--- src/rtl/ysyx_22050243_lsu.sv ---
// Load/store unit: aligns address/data/mask for the data memory and sign/zero-extends load results.
// Latency: 2 cycles handshake-to-response for memory ops, 1 cycle for errors and no-ops.
// Backpressure: one request in flight; in_ready low until the response is taken by out_ready.
// Optional trace output: define YSYX_22050243_LSU_TRACE_EN.
module ysyx_22050243_lsu (
    input  logic        clk,
    input  logic        rst_n,
    input  logic        in_valid,
    output logic        in_ready,
    input  logic        in_load,
    input  logic        in_store,
    input  logic [2:0]  in_funct3,
    input  logic [63:0] in_addr,
    input  logic [63:0] in_wdata,
    output logic        out_valid,
    input  logic        out_ready,
    output logic [63:0] out_rdata,
    output logic        out_err,
    output logic        data_r_en,
    output logic        data_w_en,
    output logic [7:0]  data_wmask,
    output logic [63:0] data_addr,
    output logic [63:0] data_w,
    input  logic [63:0] data_r
);

    typedef enum logic [1:0] {IDLE, ACCESS, RESP} state_t;

    state_t      r_state;
    logic        r_load;
    logic        r_store;
    logic [2:0]  r_funct3;
    logic [63:0] r_addr;
    logic [63:0] r_wdata;
    logic [63:0] r_rdata;
    logic        r_err;

    logic        w_misalign;
    logic        w_err;
    logic        w_access;
    logic [5:0]  w_shamt;
    logic [7:0]  w_mask_base;
    logic [63:0] w_rshift;
    logic [63:0] w_ext;

    always_comb begin
        w_misalign = 1'b0;
        case (in_funct3[1:0])
            2'b01:   w_misalign = in_addr[0];
            2'b10:   w_misalign = |in_addr[1:0];
            2'b11:   w_misalign = |in_addr[2:0];
            default: w_misalign = 1'b0;
        endcase
    end

    assign w_err = (in_load && in_store) || (in_funct3 == 3'b111)
                 || ((in_funct3 == 3'b110) && in_store) || w_misalign;

    // Memory side is driven only from the request registers so it is stable for the whole ACCESS cycle.
    assign w_access = (r_state == ACCESS);
    assign w_shamt  = {r_addr[2:0], 3'b000};

    always_comb begin
        w_mask_base = 8'h00;
        case (r_funct3[1:0])
            2'b00:   w_mask_base = 8'h01;
            2'b01:   w_mask_base = 8'h03;
            2'b10:   w_mask_base = 8'h0F;
            default: w_mask_base = 8'hFF;
        endcase
    end

    assign in_ready   = (r_state == IDLE);
    assign out_valid  = (r_state == RESP);
    assign out_rdata  = r_rdata;
    assign out_err    = r_err;
    assign data_r_en  = w_access && r_load;
    assign data_w_en  = w_access && r_store;
    assign data_wmask = data_w_en ? (w_mask_base << r_addr[2:0]) : 8'h00;
    assign data_addr  = {r_addr[63:3], 3'b000};
    assign data_w     = r_wdata << w_shamt;
    assign w_rshift   = data_r >> w_shamt;

    always_comb begin
        w_ext = 64'h0;
        case (r_funct3)
            3'b000:  w_ext = {{56{w_rshift[7]}},  w_rshift[7:0]};
            3'b001:  w_ext = {{48{w_rshift[15]}}, w_rshift[15:0]};
            3'b010:  w_ext = {{32{w_rshift[31]}}, w_rshift[31:0]};
            3'b011:  w_ext = w_rshift;
            3'b100:  w_ext = {56'h0, w_rshift[7:0]};
            3'b101:  w_ext = {48'h0, w_rshift[15:0]};
            3'b110:  w_ext = {32'h0, w_rshift[31:0]};
            default: w_ext = 64'h0;
        endcase
    end

    always_ff @(posedge clk or negedge rst_n) begin
        if (!rst_n) begin
            r_state  <= IDLE;
            r_load   <= 1'b0;
            r_store  <= 1'b0;
            r_funct3 <= 3'b000;
            r_addr   <= 64'h0;
            r_wdata  <= 64'h0;
            r_rdata  <= 64'h0;
            r_err    <= 1'b0;
        end else begin
            case (r_state)
                IDLE: begin
                    if (in_valid) begin
                        r_load   <= in_load;
                        r_store  <= in_store;
                        r_funct3 <= in_funct3;
                        r_addr   <= in_addr;
                        r_wdata  <= in_wdata;
                        r_rdata  <= 64'h0;
                        r_err    <= w_err;
                        if (w_err || (!in_load && !in_store)) begin
                            r_state <= RESP;
                        end else begin
                            r_state <= ACCESS;
                        end
`ifdef YSYX_22050243_LSU_TRACE_EN
                        if (w_err) begin
                            $display("lsu: misalign addr=0x%h", in_addr);
                        end
`endif
                    end
                end
                ACCESS: begin
                    if (r_load) begin
                        r_rdata <= w_ext;
                    end
                    r_state <= RESP;
`ifdef YSYX_22050243_LSU_TRACE_EN
                    $display("lsu: %s addr=0x%h wdata=0x%h mask=0x%h rdata=0x%h",
                             r_store ? "W" : "R", data_addr, data_w, data_wmask,
                             r_load ? w_ext : 64'h0);
`endif
                end
                RESP: begin
                    if (out_ready) begin
                        r_state <= IDLE;
                    end
                end
                default: r_state <= IDLE;
            endcase
        end
    end

endmodule
--- config.mk ---
export PLATFORM = sky130hd
export DESIGN_NAME = ysyx_22050243_lsu
export DESIGN_NICKNAME = d
export VERILOG_FILES = /design/src/rtl/ysyx_22050243_lsu.sv
export SDC_FILE = /design/constraint.sdc
export NUM_CORES = 1
export LEC_CHECK = 0
export ABC_CLOCK_PERIOD_IN_PS = 2900
export CORE_ASPECT_RATIO = 0.6
export CORE_MARGIN = 2
export CORE_UTILIZATION = 40
export DETAILED_ROUTE_END_ITERATION = 8
export PLACE_DENSITY_LB_ADDON = 0.15
export SYNTH_ARGS = -nofsm -noshare
export SYNTH_HDL_FRONTEND = slang
export SYNTH_SLANG_ARGS = --single-unit
--- constraint.sdc ---
create_clock -name clk -period 2.9 [get_ports clk]
set_input_delay 0.725 -clock clk [delete_from_list [all_inputs] [get_ports clk]]
set_output_delay 0.725 -clock clk [all_outputs]
set_load 0.1 [all_outputs]
==> results.json <==
{
  "path_cells": "buf_12, buf_12, mux2i_1, nor2_1, a21oi_2, a21oi_2, buf_12",
  "synth_top_flop_cell": "dfrtp_1",
  "synth-seq-cells": 200,
  "grt_max_degree": 89,
  "status": "finished with violations",
  "coreArea_um2": 27700,
  "cts.clk_slew.worst_paths_ns": 0.08,
  "startpoint": "r_addr[1]$_DFFE_PN0P_",
  "use_met1_pct": 40.7,
  "start_util_pct": 40.9,
  "synth-simple-area-share_pct": 22.5,
  "crit_family": "flip-flops",
  "clock_skew_ns": 0.00901,
  "drc": 0,
  "cts_tree": "yes",
  "crit_top_cell": "buf_12",
  "vias": 10700,
  "cts-root-buf": "clkbuf_16",
  "crit_arrival_ns": 2.19,
  "io_buffers": 402,
  "min_period_over_period_pct": 101,
  "cts_num_sinks": 200,
  "ys_warn_count": 0,
  "routabilityCongestion": 0.913,
  "drv_cap": 0,
  "row_count": 47,
  "grt_setup_unrepaired": "true",
  "yosysSeqAreaShare_pct": 44.2,
  "synthesis.area_um2": 11300,
  "dp_hpwl_mm": 32.1,
  "nets": 1865,
  "synth_cell_type_count": 39,
  "required_ns": 2.17,
  "htree_levels": 4,
  "layout_setup_ws_ns": -0.0169,
  "post-place-ws_ns": 0.116,
  "hold_path.class": "primary input to asynchronous set/reset pin",
  "period_needed_ns": 2.92,
  "tightest_slew_ns": 0.736,
  "die_height_um": 134,
  "antenna_found_initial": 7,
  "maxSlewViolCount": 0,
  "synth_edf_count": 0,
  "cp_slowest_stage_delay_ns": 0.53,
  "synth_fa_ha_area_share_pct": 0,
  "routed_wl_mm": 43.1,
  "ant_nets": 0,
  "final_hold_viol_count": 0,
  "regToRegStartpoint": "r_addr[0]$_DFFE_PN0P_",
  "clockBufferDepth": 2,
  "grt_pass1_vias": 10500,
  "yosys.area_share.xor_xnor_pct": 0.155,
  "drt-initial-drc-count": 795,
  "endpoint_kind": "primary output",
  "grt-ovfl-total": 0,
  "max-slew-margin-rel_pct": 50.8,
  "die_w_um": 221,
  "worst-path-buf-inv": 3,
  "synth_compound_area_share_pct": 11.3,
  "violations": "negative setup slack",
  "fillers": 2334,
  "clock_latency_ns": 0.46,
  "setup_violations": 2,
  "dpl_cell_area_um2": 16400,
  "synth_top_family_by_area": "simple AND/OR/NAND/NOR gates",
  "cts_inserted_buffers": 17,
  "max_freq_ghz": 0.343,
  "drt_first_pass_iters": 6,
  "setup.worst_path.start_class": "flip-flop",
  "grt_util_met3_pct": 10.7,
  "die-area_um2": 29700,
  "synth.area.mux_share_pct": 13.7,
  "layout-drive-gt1-share_pct": 26.7,
  "use_met2_pct": 41.3,
  "grt_pass1_wl_mm": 64.6,
  "gr-usage-all-layers_pct": 28.6,
  "syn_to_final_growth_pct": 51.5,
  "synthArstFlopShare_pct": 100,
  "stdcell_area_um2": 17200,
  "post_drt_wl_per_cell_um": 21.0,
  "path_class": "flip-flop to primary output",
  "grt_most_used_layer": "met2",
  "cpMaxStageDelayCell": "dfrtp_4",
  "syn_inst": 1350,
  "viasPerCell": 5.24,
  "io_pins": 406,
  "r2r_setup_slack_ns": 0.39,
  "worstPathMaxFanout": 12,
  "syn_avg_cell_area_um2": 8.40
}
-- kinds of logic (layout without fill, tap and decap cells) --
| kind of cell | count (synthesis) | after routing |
|---|---|---|
| AOI/OAI and AO/OA | 216 | 216 |
| xor gates and xnor gates | 2 | 2 |
| buffers and inverters | 163 | 488 |
| DFF | 200 | 200 |
| muxes | 140 | 140 |
| other | 1 | 8 |
| and+or+nand+nor | 628 | 628 |
-- state kept, by name, summed over array words and instances, names as in the netlist --
register / cells
r_load: 1
r_state: 2
out_rdata: 64
r_store: 1
r_addr: 64
r_funct3: 3
r_wdata: 64
out_err: 1
-- repair_timing --
action / CTS / global route
pin swaps: 1 / 2
gates resized for setup: 12 / 27
endpoints found under the setup margin: 58 / 44
buffers inserted: 5 / 1
gates cloned: 0 / 1
hold buffers: 0 / 0
-- worst register-to-register path, cell delays in order (launching register included) --
cell and delay (ns):
dfrtp_4 0.51, clkbuf_16 0.32, buf_4 0.29, mux4_2 0.58
o22a_2 0.28, o31a_4 0.29, o211ai_1 0.16
-- placed cells by master (no fill, tap or decap), types with 7 or more instances in the layout --
master / n
nand2_1: 461
clkdlybuf4s50_1: 199
dfrtp_1: 197
buf_4: 162
mux2i_1: 91
buf_12: 86
a21oi_1: 68
nor2_1: 65
mux2_2: 32
a22oi_1: 32
o21ai_0: 28
nand2_2: 20
a21oi_2: 19
clkbuf_16: 18
nor2_2: 16
o21ai_4: 16
o211ai_1: 14
nand3_1: 13
o22ai_1: 12
nor2b_1: 10
mux4_2: 9
and2_1: 8
o22ai_4: 8
a211oi_1: 8
nor2b_4: 7
-- worst paths after layout --
path                       depth (start not counted)                   endpoint
max                                                7                 data_w[50]
min                                                1    r_wdata[52]$_DFFE_PN0P_
max reg2reg                                        6  out_rdata[31]$_DFFE_PN0P_
min reg2reg                                        2     r_addr[39]$_DFFE_PN0P_
max in group asynchronous                          2  out_rdata[12]$_DFFE_PN0P_
min in group clk                                   2     r_addr[39]$_DFFE_PN0P_
-- synth_stat cells (2+ instances only) --
| cell type | instances | share of area [%] |
|---|---|---|
| clkbuf_1 | 64 | 2.1 |
| o211ai_1 | 14 | 0.93 |
| o22ai_1 | 20 | 1.1 |
| nor4_1 | 2 | 0.11 |
| nand3b_1 | 2 | 0.13 |
| a211oi_1 | 10 | 0.66 |
| nand2_1 | 462 | 15 |
| buf_1 | 5 | 0.17 |
| a21oi_1 | 87 | 3.8 |
| nand3_1 | 13 | 0.57 |
| o21ai_0 | 44 | 1.9 |
| and2_1 | 10 | 0.55 |
| nor2_1 | 85 | 2.8 |
| dfrtp_1 | 200 | 44 |
| nor3_1 | 6 | 0.26 |
| nand2b_1 | 5 | 0.28 |
| or2_2 | 4 | 0.22 |
| buf_6 | 5 | 0.50 |
| a22oi_1 | 32 | 2.1 |
| mux2i_1 | 96 | 8.5 |
| o21a_1 | 3 | 0.20 |
| nor2b_1 | 17 | 0.94 |
| buf_4 | 64 | 4.2 |
| nand2_2 | 20 | 1.1 |
| mux4_2 | 9 | 1.8 |
| mux2_2 | 35 | 3.5 |
| buf_2 | 24 | 1.1 |
-- through the flow --
stage	std cells	setup TNS, ns	util, %	hold WS [ns]
2_1_floorplan	1352	-4.54	-	0.429
3_3_place_gp	2005	0	59.1	0.458
3_5_place_dp	2005	0	59.1	0.463
4_1_cts	2042	-0.184	61.5	0.222
5_1_grt	2044	-0.961	61.9	0.233
6_report	2049	-0.0209	62.0	0.216
-- routing by layer --
metal / part of all wire [%] / vias to the layer above / routed length (um)
met5: 0.10 / - / 45
met4: 1.3 / 6 / 552
met3: 10 / 42 / 4350
met2: 43 / 452 / 18500
met1: 46 / 5170 / 19600
li1: - / 5062 / -
-- area by class of cell --
class	count	area, um2	area share (%)
tap	367	459	2.67
timing repair buffer	455	5060	29.4
clock buffer	19	443	2.58
sequential	200	5020	29.2
multi-input combinational	989	6050	35.2
inverter	1	3.75	0.0219
clock inverter	13	128	0.743
antenna	5	12.5	0.0729
Power is not shown: default switching activity piles up to over one toggle a cycle in this logic, so the estimate is an artifact.
